## config.mk

```make
export PLATFORM = sky130hd
export DESIGN_NAME = hex_display_driver
export DESIGN_NICKNAME = d
export VERILOG_FILES = /design/src/rtl/hex_display_driver.sv
export SDC_FILE = /design/constraint.sdc
export NUM_CORES = 1
export LEC_CHECK = 0
export CAP_MARGIN = 15
export CORE_ASPECT_RATIO = 0.5
export CORE_MARGIN = 2
export CORE_UTILIZATION = 48
export DETAILED_ROUTE_END_ITERATION = 8
export PLACE_DENSITY = 0.85
export SLEW_MARGIN = 30
export SYNTH_ARGS = -nofsm -noshare
export SYNTH_HDL_FRONTEND = slang
export SYNTH_SLANG_ARGS = --single-unit
```

## constraint.sdc

```tcl
create_clock -name clk -period 2.7 [get_ports clk]
set_input_delay 0.54 -clock clk [delete_from_list [all_inputs] [get_ports clk]]
set_output_delay 0.54 -clock clk [all_outputs]
set_load 0.02 [all_outputs]
```

## src/rtl/hex_display_driver.sv

```systemverilog
// Multiplexed 7-segment hex display driver with a once-per-frame snapshot of value_in.
// Optional leading-zero blanking when HEXDISP_LZ_BLANK_EN is defined.
module hex_display_driver #(
  parameter int DIGITS      = 8,
  parameter int REFRESH_DIV = 50000,
  parameter bit ACTIVE_LOW  = 1'b1
) (
  input  logic              clk,
  input  logic              reset,
  input  logic [31:0]       value_in,
  input  logic              enable,
  output logic [DIGITS-1:0] an,
  output logic [6:0]        seg,
  output logic              dp,
  output logic              frame_start
);

  localparam int PW = (REFRESH_DIV > 1) ? $clog2(REFRESH_DIV) : 1;
  localparam int IW = (DIGITS > 1) ? $clog2(DIGITS) : 1;
  localparam int VW = 4 * DIGITS;
  localparam logic [PW-1:0] PRESC_LAST = PW'(REFRESH_DIV - 1);
  localparam logic [IW-1:0] IDX_LAST   = IW'(DIGITS - 1);

  logic [PW-1:0]     r_presc;
  logic [IW-1:0]     r_idx;
  logic [VW-1:0]     r_snap;
  logic              r_frame_start;
  logic [DIGITS-1:0] r_an;
  logic [6:0]        r_seg;

  logic              w_tick;
  logic              w_boundary;
  logic [3:0]        w_nib;
  logic [DIGITS-1:0] w_sel;
  logic [6:0]        w_font;
  logic              w_blank;

  assign w_tick     = (r_presc == PRESC_LAST);
  assign w_boundary = w_tick && (r_idx == IDX_LAST);

  always_comb begin
    w_nib = '0;
    w_sel = '0;
    for (int i = 0; i < DIGITS; i++) begin
      if (r_idx == IW'(i)) begin
        w_nib    = r_snap[4*i +: 4];
        w_sel[i] = 1'b1;
      end
    end
  end

  // Active-high font, segments {g,f,e,d,c,b,a}
  always_comb begin
    w_font = 7'h00;
    case (w_nib)
      4'h0: w_font = 7'h3F;
      4'h1: w_font = 7'h06;
      4'h2: w_font = 7'h5B;
      4'h3: w_font = 7'h4F;
      4'h4: w_font = 7'h66;
      4'h5: w_font = 7'h6D;
      4'h6: w_font = 7'h7D;
      4'h7: w_font = 7'h07;
      4'h8: w_font = 7'h7F;
      4'h9: w_font = 7'h6F;
      4'hA: w_font = 7'h77;
      4'hB: w_font = 7'h7C;
      4'hC: w_font = 7'h39;
      4'hD: w_font = 7'h5E;
      4'hE: w_font = 7'h79;
      4'hF: w_font = 7'h71;
      default: w_font = 7'h00;
    endcase
  end

`ifdef HEXDISP_LZ_BLANK_EN
  logic [IW-1:0] w_hi;

  // Highest nonzero nibble; digit 0 is never blanked since w_hi >= 0
  always_comb begin
    w_hi = '0;
    for (int i = 1; i < DIGITS; i++) begin
      if (r_snap[4*i +: 4] != 4'h0) w_hi = IW'(i);
    end
  end

  assign w_blank = (r_idx > w_hi);
`else
  assign w_blank = 1'b0;
`endif

  always_ff @(posedge clk) begin
    if (reset) begin
      r_presc       <= '0;
      r_idx         <= '0;
      r_snap        <= '0;
      r_frame_start <= 1'b0;
      r_an          <= '0;
      r_seg         <= '0;
    end else if (!enable) begin
      r_frame_start <= 1'b0;
      r_an          <= '0;
      r_seg         <= '0;
    end else begin
      r_presc <= w_tick ? '0 : r_presc + 1'b1;
      if (w_tick) r_idx <= (r_idx == IDX_LAST) ? '0 : r_idx + 1'b1;
      if (w_boundary) r_snap <= value_in[VW-1:0];
      r_frame_start <= w_boundary;
      r_an          <= w_sel;
      r_seg         <= w_blank ? 7'h00 : w_font;
    end
  end

  assign an          = ACTIVE_LOW ? ~r_an : r_an;
  assign seg         = ACTIVE_LOW ? ~r_seg : r_seg;
  assign dp          = ACTIVE_LOW;
  assign frame_start = r_frame_start;

endmodule
```

Yosys cells after proc, flatten, opt, wreduce, memory -nomap -nowiden
Memory sizes are Yosys's and may differ from the RTL's. A register that Yosys moved wholly into a read port is not among the register bits.
Cells that the tools add are included.
{"block": "op_classes", "n_addsub": 2, "n_eq_ne": 8, "muxes": 18, "bitwise": 3, "n_reduce_logical": 5}
{"cell": "2-to-1 mux 4 bit", "n": 8}
{"cell": "adder 16 x 1 -> 16 bit (second input constant)", "n": 1}
{"cell": "equality test 16 bit (second input constant)", "n": 1}
{"cell": "2-to-1 mux 16 bit", "n": 1}
{"cell": "equality test 3 bit (second input constant)", "n": 4}
{"cell": "2-to-1 mux 1 bit", "n": 8}
{"cell": "inverter 8 bit", "n": 1}
{"cell": "inverter 7 bit", "n": 1}
{"cell": "equality test 3 x 2 -> 1 bit (second input constant)", "n": 2}
{"cell": "AND reduction 2 bit", "n": 2}
{"cell": "adder 3 x 1 -> 3 bit (second input constant)", "n": 1}
{"cell": "equality test 3 x 1 -> 1 bit (second input constant)", "n": 1}
{"cell": "zero test 3 bit", "n": 1}
{"cell": "2-to-1 mux 3 bit", "n": 1}
{"cell": "OR reduction 2 bit", "n": 1}
{"cell": "logical AND 1 bit", "n": 1}
{"cell": "inverter 1 bit", "n": 1}
{"block": "totals", "reg_bits": 60, "rom_bits": 112, "memories": 1}
{"name": "(no name shown)", "words": 16, "width": 7, "rd": 1, "rd_ports_with_merged_regs": 1, "write_ports": 0, "line": "55", "rtl": "case (w_nib)"}

Logic depth before layout (Yosys ltp)
{"block": "depth", "ltp_word": 9, "ltp_mapped": 14}

Worst setup path before layout
Ideal clock, no wire load.
{"block": "synth_path", "path_kind": "flip-flop to flip-flop", "start": "register r_idx[1]", "end": "register r_seg[0]", "setup_ns": 0.120, "arrival_ns": 2.535, "required_time_ns": 2.580, "setup_slack_ns": 0.045, "path_stages_with_launch": 15, "path_buffers": 2, "synth_period_minus_slack_ns": 2.655, "cell_sequence": "dfxtp_1 inv_1 ha_1 buf_6 buf_2 nand3b_1 a2111oi_0 o22ai_1 o2bb2ai_1 inv_1 ha_1 nor2_1 o2111ai_1 o41ai_1 a211o_1"}
{"block": "synth_between", "elab_chain_len": 9}
{"element": "start: declaration", "line": "25", "rtl": "logic [IW-1:0] r_idx;"}
{"element": "start signal: assignment", "line": "106", "rtl": "if (w_tick) r_idx <= (r_idx == IDX_LAST) ? '0 : r_idx + 1'b1;"}
{"element": "zero test 3 bit", "line": "45", "rtl": "if (r_idx == IW'(i)) begin"}
{"element": "2-to-1 mux 4 bit (7 in series)", "line": "45"}
{"element": "2-to-1 mux 4 bit (*)", "line": "45"}
{"element": "end: declaration", "line": "29", "rtl": "logic [6:0] r_seg;"}
Mark *: on every way between the ends. The rest lies on a longest branch, timed or not.
A chain may end at the register's enable or synchronous reset.

Worst setup path after layout
{"block": "layout_path", "start": "register r_idx[0]", "end": "register r_seg[0]"}
The elaborated chain is that of the path after synthesis.

==> impl.org <==
** Run status
- Run status :: finished with violations
- Failing checks :: negative setup slack

** Yosys
- Synthesis-stage register bit count :: 67
- Count of flip-flops with a built-in enable after synthesis :: 0
- Synthesis produced a netlist with a net count of 368.
- Seq/Total Area, Yosys :: 0.4333
- After synthesis, the share of flip-flops with an asynchronous set or reset is 0.
- The synthesized netlist occupies a cell area of 0.003095 mm².
- For this run, the number of Yosys warnings is 0.
- Count of unique library cells instantiated by Yosys :: 53
- Synthesized area per cell :: 9.704 µm²
- For this run, the leading register cell type out of synthesis is dfxtp_1.
- Synthesis produced a netlist whose cell count is 319.

** Power
- Leakage component of the power :: 0.001629 µW
- Post-layout total power :: 2373 µW
- Total power density per cell area :: 574.4 mW/mm²
- Worst IR drop on VDD :: 0.0003472 V

** Setup path
- For the worst setup path, the data arrival time is 2.98 ns.
- Critical path type :: flip-flop to flip-flop
- The worst setup path is launched from a flip-flop.
- STA classifies the critical path endpoint as a flip-flop.
- Critical Path Start :: r_idx[0]
- In this run the worst path has a maximum fanout of 11.
- Beginning of the worst register-to-register path :: r_idx[0]
- Critical path required time :: 2.98 ns

** Clock tree
- The number of clock buffers added by TritonCTS is 9.
- The clock reaches the later pin of the worst-skew pair after 0.33 ns.
- CTS tree :: built
- Clock Pin Slew Worst Setup and Hold Paths :: 0.06 ns
- Number of clock sinks seen by CTS :: 67
- Post-cts hold buffer count :: 0
- The clock tree synthesis step divided the H-tree into 3 levels.
- The cell sitting at the root of the clock tree is a clkbuf_16.
- Maximum clock insertion buffer count :: 2

** STA
- The tightest hold path in the finished design has a slack of 0.4809 ns.
- Maximum clock skew at final layout :: 0.006001 ns
- Derived from the worst setup path, the maximum achievable clock frequency is 0.3701 GHz.
- Setup violations remaining at the end of the flow were counted as 1.
- Final hold violation count :: 0
- The max-slew violation count came to 0.
- For the pin with the worst max-slew slack, the measured transition is 0.4963 ns.
- Worst slew margin relative to its limit :: 0.6666
- Minimum clock period after layout :: 2.702 ns
- In the post-route analysis, the smallest setup slack over all paths is -0.001638 ns.
- Ratio of final minimum period to clock period :: 1.001

** Min path
- The tightest min-delay check is of the flip-flop to flip-flop type.
- The worst hold path begins at r_snap[22].

** Die
- Core area :: 0.006156 mm²
- For this configuration, the core starts out at a cell density of 0.5028.
- Top-level I/O count :: 52
- In this run the vertical extent of the chip is 60.79 µm.
- The die covers 0.007146 mm².
- Standard-cell row count :: 20
- In this run the horizontal extent of the chip is 117.6 µm.

** Drt
- Iter 0 DRT Violations :: 125
- Once detail routing completed, the nets flagged for antenna violations numbered 0.
- Drt via density :: 5.420
- Wirelength per Cell :: 16.19 µm
- The first detailed-routing pass ran for 4 iterations.
- Total number of vias :: 2542
- Routed WL :: 7.594 mm
- DR DRC count :: 0

** Cells and area
- After filler insertion, the fill cell instance count of the layout stands at 459.
- Layout Cells excl Fill :: 469
- Antenna Cells :: 0
- Synth-to-layout area growth :: 33.47%
- In the final layout, the share of cells above drive strength 1 is 0.1522.
- The net count of the finished layout is 425.

** Placed design
- Cells after DPL :: 452
- Detailed placement finished with a half-perimeter wire length of 5.312 mm.
- At the end of routability-driven placement, the weighted congestion stood at 0.8756.
- Number of I/O port buffers :: 50

** Global route
- Via count of the first global-routing pass :: 2511
- For this run, the total global-route usage over all layers was measured as 0.2105.
- Remaining global-route overflow :: 0
- Largest net degree at the start of global routing :: 28
- Global-route wire length before repair :: 11.62 mm
- The number of antenna violations at the first check in global routing came to 0.

** Job
- The tool flagged a number of max-cap violations equal to 0.
-- critical path: stages (launching register included) --
cell	delay, ns
dfxtp_4	0.36
inv_2	0.10
ha_2	0.21
buf_4	0.19
a21oi_1	0.06
a221oi_1	0.32
nor4_1	0.10
a221o_1	0.34
buf_4	0.16
buf_4	0.14
ha_1	0.20
o41ai_2	0.33
a211o_1	0.14
-- logic make-up (layout without fill, tap and decap cells) --
logic type,count (synthesis),count (layout),share of synthesized area
flip-flops,67,67,0.4333
other,1,1,0.001211
adder cells (fa/ha/maj),14,14,0.05659
XOR/XNOR,16,16,0.04527
multiplexers,5,5,0.01617
AO/OA/AOI/OAI,74,74,0.2045
AND/OR/NAND/NOR,93,93,0.1677
buffers and inverters,49,111,0.07518
-- flip-flops by register name (all words and copies together), names as in the netlist --
register	cells
r_snap	32
r_presc	16
r_an	8
r_seg	7
r_idx	3
frame_start	1
-- path summary, 6_finish.rpt --
path	endpoint	slack [ns]	depth (start not counted)
max	r_seg[0]	-0.002	12
min	r_snap[22]	0.48	1
max reg2reg	r_seg[0]	-0.002	12
min reg2reg	r_snap[22]	0.48	1
-- synth_stat cells, types with 4 or more instances --
cell / instances / share of area
a21oi_1: 12 / 0.019
a221oi_1: 4 / 0.011
a22o_1: 32 / 0.091
and3_1: 8 / 0.016
and4_1: 4 / 0.011
buf_2: 9 / 0.015
buf_6: 4 / 0.015
clkbuf_1: 7 / 0.0085
dfxtp_1: 67 / 0.43
ha_1: 14 / 0.057
inv_1: 27 / 0.033
mux2i_1: 5 / 0.016
nand2_1: 14 / 0.017
nand3_1: 10 / 0.016
nor2_1: 30 / 0.036
nor2b_1: 7 / 0.014
xnor2_1: 5 / 0.014
xor2_1: 11 / 0.031
-- area by class of cell --
class / count / area (µm²) / area share
tap: 88 / 110.1 / 0.02665
timing repair buffer: 68 / 648.1 / 0.1569
sequential: 67 / 1345 / 0.3256
multi-input combinational: 203 / 1599 / 0.3870
inverter: 27 / 101.3 / 0.02453
clock buffer: 10 / 239.0 / 0.05784
clock inverter: 6 / 88.84 / 0.02150
-- through the flow --
stage,cell area (µm²),setup WS [ns],utilization,setup TNS [ns]
2_1_floorplan,3095,0.04508,-,0
3_3_place_gp,3727,0.2128,0.6055,0
3_5_place_dp,3727,-0.008629,0.6055,-0.008629
4_1_cts,4061,0.01241,0.6598,0
5_1_grt,4131,-0.1097,0.6711,-0.2910
6_report,4131,-0.001638,0.6711,-0.001638
-- what timing repair did --
action / in CTS / in global routing
setup endpoints to repair: 2 / 4
pin swaps: 0 / 1
gates resized for setup: 2 / 15
buffers inserted: 0 / 1
-- cell usage in the layout (no fill, tap or decap), drive strengths merged, types with 8 or more instances in the layout --
master / instances
clkdlybuf4s50: 50
ha: 14
clkbuf: 10
dfxtp: 67
a22o: 32
buf: 18
nand3: 10
inv: 27
xor2: 11
nor2: 30
and3: 8
nand2: 14
a21oi: 12
-- power breakdown --
| part | switching, µW | leakage, µW | total (µW) | internal, µW |
|---|---|---|---|---|
| combinational | 46.7 | 0.000931 | 115 | 67.8 |
| sequential | 4.19 | 0.000543 | 1000 | 997 |
| clock | 425 | 0.000155 | 1260 | 832 |
| total | 476 | 0.00163 | 2370 | 1900 |
-- routing by layer --
metal  track usage  vias up  share of wire  routed length (µm)
met1        0.2427     1215           0.45                3394
met2        0.3826       77           0.48                3674
li1              -     1231              -                   -
met4       0.08434        0          0.023                 171
met3       0.06485       19          0.046                 353
met5             0        -              0                   0
Power figures use the tool's default switching activity.
